### src/rtl/fifo_pkg.sv
// rtl/fifo_pkg.sv - shared OpCode encodings and sizing helper for sync_fifo_param
package fifo_pkg;

  localparam logic [1:0] OP_IDLE  = 2'b00;
  localparam logic [1:0] OP_WRITE = 2'b01;
  localparam logic [1:0] OP_READ  = 2'b10;
  localparam logic [1:0] OP_RDWR  = 2'b11;

  function automatic int ptr_width(input int depth);
    return $clog2(depth);
  endfunction

endpackage

### src/rtl/fifo_mem.sv
// rtl/fifo_mem.sv - simple dual-port storage, one write port and one registered read port
module fifo_mem
  import fifo_pkg::*;
#(
  parameter int DATA_WIDTH = 32,
  parameter int DEPTH      = 16,
  localparam int AW        = ptr_width(DEPTH)
) (
  input  logic                  Clk,
  input  logic                  Reset,
  input  logic                  wr_en,
  input  logic [AW-1:0]         wr_addr,
  input  logic [DATA_WIDTH-1:0] wr_data,
  input  logic                  rd_en,
  input  logic [AW-1:0]         rd_addr,
  output logic [DATA_WIDTH-1:0] rd_data
);

  logic [DATA_WIDTH-1:0] mem [DEPTH];

  // Array is deliberately left out of reset so it maps onto plain RAM.
  always_ff @(posedge Clk) begin
    if (wr_en) begin
      mem[wr_addr] <= wr_data;
    end
  end

  // Read-before-write: a same-address read+write (full FIFO) returns the old word.
  always_ff @(posedge Clk or posedge Reset) begin
    if (Reset) begin
      rd_data <= '0;
    end else if (rd_en) begin
      rd_data <= mem[rd_addr];
    end
  end

endmodule

### src/rtl/sync_fifo_param.sv
// rtl/sync_fifo_param.sv - parametrised circular-buffer FIFO with count and sticky error flags
// Optional almost-full/almost-empty thresholds: define SYNC_FIFO_ALMOST_FLAGS_EN.
module sync_fifo_param
  import fifo_pkg::*;
#(
  parameter int DATA_WIDTH = 32,
  parameter int DEPTH      = 16,
  parameter int AF_LEVEL   = DEPTH - 2,
  parameter int AE_LEVEL   = 2
) (
  input  logic                    Clk,
  input  logic                    Reset,
  input  logic [1:0]              OpCode,
  input  logic [DATA_WIDTH-1:0]   Din,
  input  logic                    ClearErr,
  output logic [DATA_WIDTH-1:0]   Dout,
  output logic                    DoutValid,
  output logic [$clog2(DEPTH):0]  Count,
  output logic                    FifoFull,
  output logic                    FifoEmpty,
  output logic                    AlmostFull,
  output logic                    AlmostEmpty,
  output logic                    Overflow,
  output logic                    Underflow
);

  localparam int AW = ptr_width(DEPTH);
  localparam int CW = AW + 1;

  if (DEPTH < 2 || (DEPTH & (DEPTH - 1)) != 0) begin : g_bad_depth
    $error("sync_fifo_param: DEPTH must be a power of 2 and at least 2");
  end
  if (AF_LEVEL < 0 || AF_LEVEL > DEPTH || AE_LEVEL < 0 || AE_LEVEL > DEPTH) begin : g_bad_levels
    $error("sync_fifo_param: AF_LEVEL/AE_LEVEL must lie within 0..DEPTH");
  end

  logic [AW-1:0] wr_ptr;
  logic [AW-1:0] rd_ptr;
  logic [CW-1:0] count_next;
  logic          wr_req;
  logic          rd_req;
  logic          wr_accept;
  logic          rd_accept;
  logic          ovf_set;
  logic          udf_set;

  always_comb begin
    wr_req = 1'b0;
    rd_req = 1'b0;
    case (OpCode)
      OP_IDLE:  ;
      OP_WRITE: wr_req = 1'b1;
      OP_READ:  rd_req = 1'b1;
      OP_RDWR: begin
        wr_req = 1'b1;
        rd_req = 1'b1;
      end
      default:  ;
    endcase
  end

  // A full FIFO still takes a write when the same edge frees a slot; an empty
  // FIFO never bypasses Din to the read side.
  assign rd_accept = rd_req && !FifoEmpty;
  assign wr_accept = wr_req && (!FifoFull || rd_accept);
  assign ovf_set   = wr_req && !wr_accept;
  assign udf_set   = rd_req && !rd_accept;

  always_comb begin
    count_next = Count;
    case ({wr_accept, rd_accept})
      2'b10:   count_next = Count + CW'(1);
      2'b01:   count_next = Count - CW'(1);
      default: ;
    endcase
  end

  always_ff @(posedge Clk or posedge Reset) begin
    if (Reset) begin
      wr_ptr    <= '0;
      rd_ptr    <= '0;
      Count     <= '0;
      FifoFull  <= 1'b0;
      FifoEmpty <= 1'b1;
      DoutValid <= 1'b0;
    end else begin
      if (wr_accept) begin
        wr_ptr <= wr_ptr + AW'(1);
      end
      if (rd_accept) begin
        rd_ptr <= rd_ptr + AW'(1);
      end
      Count     <= count_next;
      FifoFull  <= (count_next == CW'(DEPTH));
      FifoEmpty <= (count_next == '0);
      DoutValid <= rd_accept;
    end
  end

  // A new error in the same cycle as ClearErr leaves the flag set.
  always_ff @(posedge Clk or posedge Reset) begin
    if (Reset) begin
      Overflow  <= 1'b0;
      Underflow <= 1'b0;
    end else begin
      Overflow  <= ovf_set | (Overflow  & ~ClearErr);
      Underflow <= udf_set | (Underflow & ~ClearErr);
    end
  end

`ifdef SYNC_FIFO_ALMOST_FLAGS_EN
  always_ff @(posedge Clk or posedge Reset) begin
    if (Reset) begin
      AlmostFull  <= 1'b0;
      AlmostEmpty <= 1'b1;
    end else begin
      AlmostFull  <= (count_next >= CW'(AF_LEVEL));
      AlmostEmpty <= (count_next <= CW'(AE_LEVEL));
    end
  end
`else
  assign AlmostFull  = 1'b0;
  assign AlmostEmpty = 1'b0;
`endif

  fifo_mem #(
    .DATA_WIDTH (DATA_WIDTH),
    .DEPTH      (DEPTH)
  ) u_mem (
    .Clk     (Clk),
    .Reset   (Reset),
    .wr_en   (wr_accept),
    .wr_addr (wr_ptr),
    .wr_data (Din),
    .rd_en   (rd_accept),
    .rd_addr (rd_ptr),
    .rd_data (Dout)
  );

endmodule

### config.mk
export PLATFORM = sky130hd
export DESIGN_NAME = sync_fifo_param
export DESIGN_NICKNAME = d
export VERILOG_FILES = /design/src/rtl/fifo_pkg.sv /design/src/rtl/fifo_mem.sv /design/src/rtl/sync_fifo_param.sv
export SDC_FILE = /design/constraint.sdc
export NUM_CORES = 1
export LEC_CHECK = 0
export CAP_MARGIN = 20
export CORE_AREA = 8 8 348 181
export CTS_BUF_LIST = sky130_fd_sc_hd__clkbuf_16
export CTS_CLUSTER_DIAMETER = 50
export DETAILED_ROUTE_END_ITERATION = 8
export DIE_AREA = 0 0 356 189
export GPL_TIMING_DRIVEN = 0
export PLACE_DENSITY_LB_ADDON = 0.3
export SYNTH_ARGS = -nofsm -noshare
export SYNTH_HDL_FRONTEND = slang
export SYNTH_SLANG_ARGS = --single-unit
export TNS_END_PERCENT = 5
### constraint.sdc
create_clock -name Clk -period 4.1 [get_ports Clk]
set_input_delay 0.82 -clock Clk [delete_from_list [all_inputs] [get_ports Clk]]
set_output_delay 0.82 -clock Clk [all_outputs]
set_load 0.05 [all_outputs]
Word-level counts from Yosys, hierarchy flattened
Memory sizes are Yosys's and may differ from the RTL's. A register that Yosys moved wholly into a read port is not among the register bits.
Cells that the tools add are included.
{"block": "totals", "memories": 1, "register_bits": 18, "word_cells": 41, "mem_bits_rw": 512, "output_inout_bits": 44, "in_bits": 37}
{"block": "classes", "bitwise": 5, "n_eq_ne": 6, "reduce_logical": 12, "n_addsub": 4, "n_mux": 5}
{"name": "u_mem.mem", "words": 16, "width": 32, "rd": 1, "rd_clocked_by_memory_dff": 1, "write_ports": 1, "line": "fifo_mem.sv:19", "text": "logic [DATA_WIDTH-1:0] mem [DEPTH];"}
{"cell": "5-bit one-hot mux with 2 select lines", "count": 1}
{"cell": "4-bit by 1-bit adder with 4-bit output (second input constant)", "count": 2}
{"cell": "2-bit equality test (second input constant)", "count": 3}
{"cell": "5-bit by 1-bit adder with 5-bit output (second input constant)", "count": 1}
{"cell": "5-bit equality test (second input constant)", "count": 1}
{"cell": "5-bit zero test", "count": 1}
{"cell": "5-bit by 1-bit subtractor with 5-bit output (second input constant)", "count": 1}
{"cell": "2-bit by 1-bit equality test with 1-bit output (second input constant)", "count": 2}
{"cell": "1-bit logical AND", "count": 4}
{"cell": "1-bit zero test", "count": 4}
{"cell": "1-bit two-way mux", "count": 4}
{"cell": "2-bit OR reduction", "count": 2}
{"cell": "1-bit bitwise AND", "count": 2}
{"cell": "1-bit OR", "count": 2}
{"cell": "1-bit logical OR", "count": 1}
{"cell": "1-bit NOT", "count": 1}

Longest topological paths before layout
Gate-level depths: netlist (run 1).
{"block": "logic_depth", "ltp_word": 9, "depth_mapped": 11, "ltp_nobuf": 11}

Cells and area by module
Synthesis (run 1) repeated with hierarchy kept, for this count alone.
{"block": "hier_totals", "cells_unflattened": 968, "hier_area_um2": 21700.8}
{"mod": "fifo_mem", "n_inst": 1, "seq_area_each_um2": 16175.5, "cells_per_inst": 877, "area_each_um2": 20724.9}
{"mod": "sync_fifo_param", "n_inst": 1, "seq_area_each_um2": 451.7, "cells_per_inst": 91, "area_each_um2": 975.9}

Worst setup path before layout (run 1)
No wires, ideal clock.
{"block": "synth_path", "path_type": "input -> register", "from": "input OpCode[1]", "to": "memory u_mem.mem[4][0], enable pin", "arrival_ps": 2451, "path_stages": 6, "slack_ps": 1257, "path_buffers": 1, "path_cell_list": "nand2b_1 a21boi_0 clkbuf_1 nand2_1 nor2_1 and2_1"}
{"block": "synth_via", "elab_chain_cells": 8, "word_cells_on_any_way": 12, "classes_between": "3 x eq/ne; 4 x mux; 5 x reduce/logical"}
{"element": "start: declaration", "line": "sync_fifo_param.sv:13", "text": "input logic [1:0] OpCode,"}
{"element": "2-bit equality test", "line": "sync_fifo_param.sv:50", "text": "case (OpCode)"}
{"element": "2-bit OR reduction (no line)"}
{"element": "1-bit two-way mux", "line": "sync_fifo_param.sv:50"}
{"element": "1-bit logical AND", "line": "sync_fifo_param.sv:64", "text": "assign rd_accept = rd_req && !FifoEmpty;"}
{"element": "1-bit logical OR", "line": "sync_fifo_param.sv:65", "text": "assign wr_accept = wr_req && (!FifoFull || rd_accept);"}
{"element": "1-bit logical AND *", "line": "sync_fifo_param.sv:65"}
{"element": "1-bit two-way mux *", "line": "fifo_mem.sv:23", "text": "if (wr_en) begin"}
{"element": "1-bit two-way mux (not written as such) *", "line": "fifo_mem.sv:24", "text": "mem[wr_addr] <= wr_data;"}
{"element": "end: declaration", "line": "fifo_mem.sv:19"}
Every way passes the cells marked *; elsewhere a longest branch is shown, timed or not.

Worst setup path in the final report (run 1)
{"block": "layout_path", "from": "input OpCode[1]", "to": "register FifoFull"}
{"block": "layout_via", "elab_chain_cells": 9, "word_cells_on_any_way": 14, "classes_between": "6 x eq/ne; 3 x mux; 5 x reduce/logical"}
{"element": "2-bit equality test", "line": "sync_fifo_param.sv:50"}
{"element": "2-bit OR reduction (no line)"}
{"element": "1-bit two-way mux", "line": "sync_fifo_param.sv:50"}
{"element": "1-bit logical AND", "line": "sync_fifo_param.sv:64"}
{"element": "1-bit logical OR", "line": "sync_fifo_param.sv:65"}
{"element": "1-bit logical AND", "line": "sync_fifo_param.sv:65"}
{"element": "2-bit by 1-bit equality test with 1-bit output / 2-bit equality test (equally long branches)", "line": "sync_fifo_param.sv:71", "text": "case ({wr_accept, rd_accept})"}
{"element": "5-bit one-hot mux with 2 select lines *", "line": "sync_fifo_param.sv:71"}
{"element": "5-bit equality test *", "line": "sync_fifo_param.sv:94", "text": "FifoFull <= (count_next == CW'(DEPTH));"}
{"element": "end signal: assignment", "line": "sync_fifo_param.sv:94"}
{"element": "end: declaration", "line": "sync_fifo_param.sv:19", "text": "output logic FifoFull,"}
Marks and branches as above.
A chain may end at the register's enable or synchronous reset.

==> flow_summary.toml, run 1 <==
[finish]
final_nets = 1334
drive_above_1_share_pct = 15.8
diodes = 0
final_cells = 2110
syn_to_final_growth_pct = 17.1

[grt]
grt_pass1_wl_microns = 77900
grt_start_max_net_pins = 32
first_global_vias = 11258
antenna_found_initial = 0
overflow = 0
grt.total_usage_pct = 15.6

[synth]
synth_area_sq_um = 21700
synthDistinctLibCells = 40
synth-async-reset-ratio_pct = 8.90
synth_cells = 1142
netlist.area_leader.share_pct = 70.8
synth_area_leaders = "edfxtp_1, mux2i_1, mux4_2, dfrtp_1, o22ai_1"
syn_area_per_cell_sq_um = 19.0
yosysMostFrequentCell = "edfxtp_1"
ys.flop_type = "edfxtp_1"
yosys-top-cells-count = "edfxtp_1, mux2i_1, nand2_1"
ys_seq_area_share_pct = 76.6
ys_warn_count = 0
synth_top_area_cell = "edfxtp_1"
ys_seq_elements = 562
synth-edff-count = 512

[power]
leakagePower_uw = 0.00858
p_seq_share_pct = 40.2
power.share.switching_pct = 34.7
power.density_nw_per_um2 = 710
pwr-share-comb_pct = 34.1
switching_power_uw = 6270
power.total_uw = 18100
clockPowerShare_pct = 25.6
internal_power_uw = 11800
ir_drop_mv = 0.327

[placed_design]
hpwl_microns = 34300
place_congestion = 0.753
io_buffers = 78
dp.cells = 2018

[clock_network]
cts_hold_repair.buffers = 0
path_clk_slew_ps = 70
cts.sinks = 562
tritoncts = "done"
worst_skew_pair.late_latency_ps = 600
clock_tree.buffer_depth = 3
cts_resized = 0
cts-root-buf = "clkbuf_16"
cts_made_buffers = 49
post_cts_buffers = 0
htree_levels = 2

[worst_setup_path]
crit_buf_inv = 2
cp_top_family = "buffers and inverters"
path_max_fanout = 8
crit_path_end_kind = "flip-flop"
crit_type = "in -> reg"
cpMaxStageDelayCell = "clkdlybuf4s50_1"
cpMostUsedCell = "ha_1"
cpPeakStageDelay_ps = 480
arrival_ps = 3690
worstPathRequired_ps = 4610
cp_cell_sequence = "clkdlybuf4s50_1 -> nand2b_1 -> a21boi_0 -> inv_1 -> ha_1 -> xor2_1 -> ha_1 -> a21oi_1 -> mux2i_1 -> xnor2_1 -> nand2_1 -> nor3b_1"
startpoint_type = "input port"

[floorplan]
die_w_microns = 356
ios = 81
initial_utilization_pct = 37.3
placementRows = 63
die_area_sq_um = 67300
fp.dieH_microns = 189
core_area_sq_um = 58200

[timing]
setup_tns_ps = 0
slew_viol_final = 0
holdWs_ps = 488
skew_ps = 24.9
tightest_slew_ps = 983
hold_viol_final = 0
period_needed_ps = 3180
finalSetupViolCount = 0
finalCritPeriodShare_pct = 77.6
fmax_mhz = 314
relSlewSlack_pct = 34.5
rsz0062_at_grt = "false"

[detailed_routing]
drc = 0
via_per_inst = 5.26
wirelength_microns = 53100
ant_nets = 0
detail_route.wl_per_cell_microns = 25.2
vias = 11098
drt_pre_antenna_iters = 5
drtIter0Drc = 1140

[min_path]
holdCritPathClass = "reg -> reg"

[run_status]
outcome = "finished, final reports clean"

[run]
maxCapViolCount = 0
==> tightest hold or removal path: stages (launching register included) <==
cell and delay [ps]:
dfrtp_1 340, nand2_1 50, o21ai_0 60
==> state kept, by name (all words and copies together) (netlist names) <==
register	flops
Underflow	1
FifoEmpty	1
DoutValid	1
Count	5
FifoFull	1
rd_ptr	4
Overflow	1
u_mem.rd_data	32
u_mem.mem	512
wr_ptr	4
==> cell families after synthesis <==
logic type      synth area share [%]
flops                           76.6
mux                             14.1
compound gates                  4.07
simple gates                    2.47
buf+inv                         1.85
xor+xnor                       0.444
fa+ha+maj                      0.461
other cells                   0.0173
==> path summary, 6_finish.rpt <==
check | start | to | slack, ps | cells past startpoint
setup / recovery | OpCode[1] | FifoFull | 920 | 12
hold / removal | u_mem.rd_data[6] | u_mem.rd_data[6] | 490 | 2
setup reg to reg | FifoEmpty | FifoFull | 1170 | 11
hold reg to reg | u_mem.rd_data[6] | u_mem.rd_data[6] | 490 | 2
max in group asynchronous | Reset | FifoEmpty | 2810 | 3
min in group asynchronous | Reset | u_mem.rd_data[28] | 610 | 2
==> metrics by stage <==
step           utilization [%]  worst slack, ps  cell area [sq um]
6_report                  43.7              916              25400
5_1_grt                   43.7              630              25400
4_1_cts                   43.7              933              25400
3_5_place_dp              41.0              305              23800
3_3_place_gp              40.4             -553              23500
2_1_floorplan                -             1260              21700
==> per-layer routing <==
metal  global-route usage, %  vias to the layer above  share of wire (%)
met4                    3.11                        0                1.6
met2                    22.7                      397                 43
li1                        -                     4866                  -
met3                    3.29                       63                7.9
met5                       0                        -                  0
met1                    24.1                     5772                 48
==> cell type report <==
cell class                 count  area (sq um)
fill                        5033         32700
sequential                   562         16600
multi-input combinational    505          4710
clock buffer                  49          1230
timing repair buffer          95          1140
tap                          780           976
buffer                        66           364
clock inverter                43           357
inverter                      10          37.5
==> cells in the final DEF (no fill, tap or decap), types with 14 or more instances in the layout <==
cell type and count:
mux4_2 64, o31ai_1 33, o22ai_1 64, nand2_1 76, buf_12 16, buf_2 17, buf_4 14, inv_1 15
dfrtp_1 49, o21ai_0 17, mux2i_1 162, clkbuf_16 49, o21ai_1 20, clkbuf_1 29, edfxtp_1 512, clkdlybuf4s50_1 78
==> power by group through the flow <==
stage | Combinational, uW | Sequential (uW) | Clock [uW]
global route | 6590 | 7330 | 4940
CTS | 6240 | 7270 | 4730
finish | 6160 | 7270 | 4630
floorplan | 3390 | 8010 | 0
detailed placement | 6220 | 7390 | 0
global placement | 6050 | 7400 | 0
Power figures use the tool's default switching activity.
==> run 2: changes to the inputs <==
- clock period: 4.1 -> 3.1 ns (I/O delays scaled with it)
==> flow_summary.toml, run 2 (same netlist as run 1, synthesis figures left out) <==
[run_status]
outcome = "finished, final reports clean"

[power]
pwr-share-comb_pct = 34.2
p_seq_share_pct = 40.2
leakagePower_uw = 0.00858
ir_drop_mv = 0.433
switching_power_uw = 8290
power.share.switching_pct = 34.7
clockPowerShare_pct = 25.6
internal_power_uw = 15600
power.density_nw_per_um2 = 939

[placed_design]
place_congestion = 0.753
hpwl_microns = 34300
dpl_worst_slack_ps = -495
io_buffers = 78

[floorplan]
ios = 81
core_area_sq_um = 58200
die_w_microns = 356
placementRows = 63
fp.dieH_microns = 189
die_area_sq_um = 67300
initial_utilization_pct = 37.3

[worst_setup_path]
cpMaxStageDelayCell = "clkdlybuf4s50_1"
startpoint_type = "input port"
crit_buf_inv = 2
path_max_fanout = 8
cp_cell_sequence = "clkdlybuf4s50_1 -> nand2b_2 -> a21boi_1 -> inv_1 -> ha_1 -> xor2_1 -> ha_1 -> a21oi_1 -> mux2i_1 -> xnor2_1 -> nand2_1 -> nor3b_1"
cpPeakStageDelay_ps = 500
arrival_ps = 3310
crit_type = "in -> reg"
worstPathRequired_ps = 3610
crit_path_end_kind = "flip-flop"
cp_top_family = "buffers and inverters"
cpMostUsedCell = "ha_1"

[finish]
drive_above_1_share_pct = 15.9
multiInputGateArea_sq_um = 4710
regArea_sq_um = 16600
top_regs = "u_mem.mem: 512 flops, u_mem.rd_data: 32 flops, Count: 5 flops"
most-common-layout-cells = "edfxtp_1, mux2i_1, clkdlybuf4s50_1"
largest_register = "u_mem.mem"
largest_register_ffs = 512
n_fill_cell = 5033
syn_to_final_growth_pct = 17.1
final_nets = 1334
mostFrequentLayoutCell = "edfxtp_1"
diodes = 0
utilization_pct = 43.7

[grt]
overflow = 0
antenna_found_initial = 0
grt_pass1_wl_microns = 77900
grt_start_max_net_pins = 32
first_global_vias = 11258
grt.total_usage_pct = 15.6

[min_path]
holdCritPathClass = "in -> async"

[timing]
hold_viol_final = 0
holdWs_ps = 411
relSlewSlack_pct = 34.5
tightest_slew_ps = 983
finalCritPeriodShare_pct = 90.3
fmax_mhz = 357
slew_viol_final = 0
skew_ps = 25.1
period_needed_ps = 2800
rsz0062_at_grt = "false"
setup_ws_ps = 301
finalSetupViolCount = 0

[detailed_routing]
detail_route.wl_per_cell_microns = 25.2
via_per_inst = 5.26
wirelength_microns = 53100
ant_nets = 0
drt_pre_antenna_iters = 5
drtIter0Drc = 1140
vias = 11094
drc = 0

[run]
maxCapViolCount = 0

[clock_network]
cts-root-buf = "clkbuf_16"
cts_resized = 0
cts_made_buffers = 49
cts_hold_repair.buffers = 0
cts.sinks = 562
clock_tree.buffer_depth = 3
post_cts_buffers = 0
worst_skew_pair.late_latency_ps = 600
path_clk_slew_ps = 70
tritoncts = "done"
htree_levels = 2
run 2: per-layer routing:
| layer | global-route usage, % | wire length, microns | vias up |
|---|---|---|---|
| met5 | 0 | 0 | - |
| met1 | 24.1 | 25500 | 5789 |
| met4 | 3.11 | 823 | 0 |
| met2 | 22.7 | 22800 | 376 |
| li1 | - | - | 4866 |
| met3 | 3.29 | 3990 | 63 |
run 2: area by class of cell:
type | instances | share of cell area [%]
multi-input combinational | 505 | 18.5
clock buffer | 49 | 4.82
sequential | 562 | 65.4
timing repair buffer | 95 | 4.47
tap | 780 | 3.84
buffer | 66 | 1.43
clock inverter | 43 | 1.40
inverter | 10 | 0.148
run 2: stage by stage:
step                      power, uW  area (sq um)  setup TNS, ps  std cells
final                         23900         25400              0       2110
after global routing          25000         25400              0       2110
after CTS                     24100         25400              0       2110
after detailed placement      18000         23800        -128910       2018
after global placement        17800         23500        -663220       2001
after floorplan               15100         21700              0       1143
run 2: worst register-to-register path, delay by kind of cell (launching register included):
family | cells | cell delay, ps
mux | 1 | 260
simple gates | 3 | 590
xor+xnor | 2 | 350
flops | 1 | 370
buf+inv | 1 | 130
compound gates | 2 | 430
fa+ha+maj | 2 | 520
run 2: path summary, 6_finish.rpt:
check                                  start                end  slack [ps]  cells past startpoint
max                                OpCode[1]           FifoFull         300                     12
min                                    Reset  u_mem.rd_data[28]         410                      2
max reg2reg                        FifoEmpty           FifoFull         350                     11
min reg2reg                u_mem.rd_data[14]  u_mem.rd_data[14]         490                      2
max in group asynchronous              Reset          FifoEmpty        2010                      3
min in group Clk           u_mem.rd_data[14]  u_mem.rd_data[14]         490                      2
run 2: power groups by stage:
stage,Clock (uW),Sequential [uW],Combinational (uW)
CTS,6260,9620,8250
global placement,0,9780,8000
finish,6110,9610,8160
floorplan,0,10600,4480
global route,6540,9700,8720
detailed placement,0,9780,8230
==> RTL change 1 (settings of run 2) <==
`DEPTH` is set to 16 in 2 places; all go to 8.
--- a/src/rtl/fifo_mem.sv
+++ b/src/rtl/fifo_mem.sv
@@ -5,3 +5,3 @@
   parameter int DATA_WIDTH = 32,
-  parameter int DEPTH      = 16,
+  parameter int DEPTH      = 8,
   localparam int AW        = ptr_width(DEPTH)
--- a/src/rtl/sync_fifo_param.sv
+++ b/src/rtl/sync_fifo_param.sv
@@ -6,3 +6,3 @@
   parameter int DATA_WIDTH = 32,
-  parameter int DEPTH      = 16,
+  parameter int DEPTH      = 8,
   parameter int AF_LEVEL   = DEPTH - 2,
Ports: changed (resized Count); port bits go from 81 to 80. No check against the original RTL was run, so the function may have changed too.
==> RTL change 1 against run 2 <==
  * Power decreased by 39%
  * Routed wire length fell by 46%
  * Critical path type unchanged
  * Sequential power decreased by 42%
  * Largest power group unchanged
  * Final area shrank 42%
  * Maximum frequency shrank 3.6%
  * Sequential cell count decreased by 259
  * Critical path depth shrank 1
  * Combinational power fell by 39%
  * Synthesized area is 47% lower
  * Worst setup slack worse by 0.10 ns
==> RTL change 1: results <==
[run_status]
status = "finished clean"

[global_route]
grtUsageTotal_pct = 8.57
grt_start_max_net_pins = 28
antenna_found_initial = 0
grt_pass1_vias = 6175
grt_pass1_wl_mm = 42.8

[finish]
drive_gt1_share_pct = 24.4
fillerInstances = 5915
reg_top3 = "u_mem.mem x256, u_mem.rd_data x32, Count x4"
diodes = 0
finish.utilization_pct = 25.4
nNetsFinal = 737

[logic_synthesis]
synth_commonest_cells = "edfxtp_1, mux4_2, dfrtp_1"
synth_warnings = 0
synth.yosys.seq_area_share_pct = 77.0
synthFlopType = "edfxtp_1"
netlist_instances = 555
synthDistinctLibCells = 37
synth_area_leaders = "edfxtp_1, mux4_2, dfrtp_1"
async_reset_ff_share_pct = 15.5
synth_edf_count = 256

[cts]
clkLatencyLatePin_ns = 0.52
clkSlewWorstSetupHoldPaths_ns = 0.06
cts_made_buffers = 35

[worst_setup_path]
r2r_start = "FifoEmpty$_DFF_PP1_"
path_max_fanout = 6
reg2reg_to = "FifoEmpty$_DFF_PP1_"
r2r_cells = 10
cp_data_arrival_time_ns = 3.31
r2r_setup_slack_ns = 0.22
cpLargestDelayFamily = "compound AO/OA/AOI/OAI gates"

[drt]
wl_per_cell_um = 19.1
drt-initial-drc-count = 311
dr.pass1.iters = 4
drt_wl_total_mm = 28.7
drtAntennaViolNets = 0
viasPerCell = 3.73

[sta]
fin_skew_ns = 0.0142
holdWs_ns = 0.478
worst-slew-pin-transition_ns = 0.874

[power_and_ir_drop]
ir_worst_vdd_v = 0.000364
leakagePower_nw = 4.91
p_int_mw = 9.62
swShare_pct = 34.1
power_frac_clock_pct = 27.4
seq_power_mw = 5.60

[place]
placed_cells = 1437
place_ws_ns = -0.612
gp_congestion = 0.637
io_buffers = 77
hpwl_mm = 19.5
post_dp_cell_area_um2 = 13600
## RTL change 1: worst max path at each step
stage | start | end | slack (ns) | depth (start not counted)
global placement | OpCode[1] | u_mem.mem[6][17]$_DFFE_PP_ | -4.53 | 5
floorplan | OpCode[1] | u_mem.mem[2][0]$_DFFE_PP_ | -0.75 | 4
CTS | FifoEmpty$_DFF_PP1_ | FifoEmpty$_DFF_PP1_ | 0.03 | 10
detailed placement | OpCode[1] | FifoEmpty$_DFF_PP1_ | -0.61 | 11
global route | FifoEmpty$_DFF_PP1_ | FifoEmpty$_DFF_PP1_ | 0.02 | 10
finish | OpCode[1] | FifoEmpty$_DFF_PP1_ | 0.20 | 11
## RTL change 1: routing by layer
layer	GRT usage (%)	routed length [µm]	up-vias
li1	-	-	2516
met1	11.7	13800	2938
met2	13.6	13100	106
met3	2.23	1260	42
met4	1.94	515	0
met5	0	0	-
## RTL change 1: layout make-up
class	count	share of cell area (%)
flip-flops and latches	303	60.0
multi-input cells	219	16.9
repair buffers	102	7.46
well taps	780	6.61
clock buffers	36	6.10
clock inverters	28	1.52
plain buffers	28	1.22
inverters	6	0.152
## RTL change 1: cells by family (layout without fill, tap and decap cells)
kind of cell / count (synthesis) / in the layout / share of synthesized area (%)
flops: 303 / 303 / 77.0
fa+ha+maj: 5 / 5 / 0.544
compound gates: 42 / 42 / 2.00
buf+inv: 34 / 200 / 1.76
mux: 98 / 98 / 15.5
other cells: 1 / 2 / 0.0326
simple gates: 64 / 64 / 2.50
xor+xnor: 8 / 8 / 0.609
## RTL change 1: timing repair
action | CTS | global route
pin swaps | 1 | 0
setup buffers | 1 | 0
gates resized for setup | 0 | 1
setup endpoints to repair | 1 | 2
gates cloned | 0 | 0
==> RTL change 2 (flow settings as in run 2) <==
Without the edit above. Put one more register stage on the output `Overflow`, with the module's reset. The value now appears one clock later. The other outputs are not delayed to match.
--- a/src/rtl/sync_fifo_param.sv
+++ b/src/rtl/sync_fifo_param.sv
@@ -28,2 +28,4 @@
   localparam int CW = AW + 1;
+
+  logic Overflow_s0;
 
@@ -102,6 +104,6 @@
     if (Reset) begin
-      Overflow  <= 1'b0;
+      Overflow_s0 <= 1'b0;
       Underflow <= 1'b0;
     end else begin
-      Overflow  <= ovf_set | (Overflow  & ~ClearErr);
+      Overflow_s0 <= ovf_set | (Overflow_s0 & ~ClearErr);
       Underflow <= udf_set | (Underflow & ~ClearErr);
@@ -139,2 +141,10 @@
 
+  always_ff @(posedge Clk or posedge Reset) begin
+    if (Reset) begin
+      Overflow <= '0;
+    end else begin
+      Overflow <= Overflow_s0;
+    end
+  end
+
 endmodule
Function: same outputs for any inputs over 4 cycles, from zero or initial values and one cycle with Reset high; that may be too few to reach the edited logic, so the function may still have changed.
==> RTL change 2 against run 2 <==
  * Highest routed layer unchanged
  * Final area fell by 0.18%
  * Worst setup slack improved by 0.038 ns
  * Sequential power barely moved
  * Routed wire length decreased by 0.48%
  * Critical path depth is the same
  * Clock power down 3%
  * Sequential cell count rose by 1
  * Synthesized area is 0.12% higher
  * Power is 0.59% lower
==> RTL change 2: results <==
[logic_synthesis]
synth_edf_count = 512
synth.yosys.seq_area_share_pct = 76.6
synth_commonest_cells = "edfxtp_1, mux2i_1, nand2_1"
syn_area_per_cell_um2 = 19.0
synth_area_leaders = "edfxtp_1, mux2i_1, mux4_2"
async_reset_ff_share_pct = 9.06
synthDistinctLibCells = 40
synthFlopType = "edfxtp_1"
synth_warnings = 0

[sta]
hold_viol_final = 0
fin_skew_ns = 0.0177
holdWs_ns = 0.391
worst-slew-pin-transition_ns = 0.977

[place]
post_dp_cell_area_um2 = 23900
io_buffers = 78
hpwl_mm = 33.6
placed_cells = 2019
gp_congestion = 0.754

[global_route]
antenna_found_initial = 0
grt_start_max_net_pins = 31
grtUsageTotal_pct = 15.5
grt_pass1_vias = 11224
grt_pass1_wl_mm = 77.3

[worst_setup_path]
cp_data_arrival_time_ns = 3.25
cp_slowest_stage_delay_ns = 0.49
path_max_fanout = 8
cpLargestDelayFamily = "buffers and inverters"
cpMaxStageDelayCell = "clkdlybuf4s50_1"
crit_start = "OpCode[1]"
r2r_setup_slack_ns = 0.37
r2r_start = "FifoEmpty$_DFF_PP1_"
r2r_cells = 11

[finish]
reg_top3 = "u_mem.mem x512, u_mem.rd_data x32, Count x5"
final_cells = 2107
fillerInstances = 5041
diodes = 0
nNetsFinal = 1335
drive_gt1_share_pct = 14.9

[cts]
cts_hold_buf = 0
clkLatencyLatePin_ns = 0.58
clkSlewWorstSetupHoldPaths_ns = 0.07
cts_made_buffers = 49
cts_buffer_depth = 3
htree_levels = 2

[drt]
dr.pass1.iters = 5
viasPerCell = 5.24
wl_per_cell_um = 25.1
drt-initial-drc-count = 1151

[min_path]
min_to = "Overflow$_DFF_PP0_"
whs_path_depth = 0
min_path_type = "flip-flop to flip-flop"

[power_and_ir_drop]
ir_worst_vdd_v = 0.000470
swShare_pct = 34.5
leakagePower_nw = 8.57

[run_status]
status = "finished clean"
==> RTL change 2: cell types whose count changed in the layout (fill, tap and decap cells not counted) <==
cell | before | now
clkinv_1 | 10 | 17
clkinv_2 | 13 | 6
clkinv_8 | 2 | 1
clkinvlp_2 | 0 | 1
clkinvlp_4 | 5 | 0
dfrtp_1 | 49 | 50
inv_1 | 15 | 17
inv_12 | 2 | 0
inv_8 | 0 | 1
==> RTL change 2: layout make-up <==
class | instances | area, µm² | area share, %
sequential | 563 | 16700 | 65.6
multi-input combinational | 505 | 4710 | 18.6
clock buffer | 49 | 1230 | 4.83
timing repair buffer | 95 | 1140 | 4.47
tap | 780 | 976 | 3.84
buffer | 66 | 364 | 1.43
clock inverter | 39 | 285 | 1.12
inverter | 10 | 37.5 | 0.148
==> RTL change 2: stage by stage <==
| stage | TNS, ns | worst slack, ns |
|---|---|---|
| floorplan | 0 | 0.457 |
| global placement | -672.45 | -1.41 |
| detailed placement | -98.08 | -0.471 |
| CTS | 0 | 0.104 |
| global route | 0 | 0.0885 |
| finish | 0 | 0.339 |
==> RTL change 2: how the worst max path moves through the flow <==
stage / slack, ns / cells after the start / to
2_1_floorplan: 0.46 / 6 / u_mem.mem[4][0]$_DFFE_PP_
3_5_place_dp: -0.47 / 12 / FifoFull$_DFF_PP0_
5_1_grt: 0.09 / 11 / FifoFull$_DFF_PP0_
3_3_place_gp: -1.41 / 7 / u_mem.mem[4][30]$_DFFE_PP_
4_1_cts: 0.10 / 11 / FifoFull$_DFF_PP0_
6_report: 0.34 / 12 / FifoFull$_DFF_PP0_
==> RTL change 2: cell families (layout without fill, tap and decap cells) <==
family / count (synthesis) / in the layout / share of synthesized area, %
xor+xnor: 11 / 11 / 0.443
other cells: 1 / 2 / 0.0173
mux: 226 / 226 / 14.1
fa+ha+maj: 8 / 8 / 0.460
flops: 563 / 563 / 76.6
simple gates: 116 / 116 / 2.47
compound gates: 142 / 142 / 4.07
buf+inv: 76 / 259 / 1.85
==> RTL change 2: power by group through the flow <==
stage	Clock, mW	Sequential [mW]	Combinational [mW]
floorplan	0	10.6	4.48
global placement	0	9.80	8.04
detailed placement	0	9.79	8.26
CTS	6.05	9.63	8.28
global route	6.33	9.72	8.72
finish	5.93	9.62	8.19
==> RTL change 2: metal layers <==
| layer | track usage [%] | wire length, µm | part of all wire [%] | vias to the layer above |
|---|---|---|---|---|
| met4 | 2.72 | 710 | 1.3 | 0 |
| met1 | 24.2 | 25300 | 48 | 5722 |
| met3 | 3.29 | 4280 | 8.1 | 69 |
| met5 | 0 | 0 | 0 | - |
| li1 | - | - | - | 4863 |
| met2 | 22.4 | 22500 | 43 | 382 |
==> RTL change 2: timing repair <==
item,in CTS,in global routing
endpoints found under the setup margin,0,1
endpoints found under the hold margin,0,0
gates resized for setup,0,2
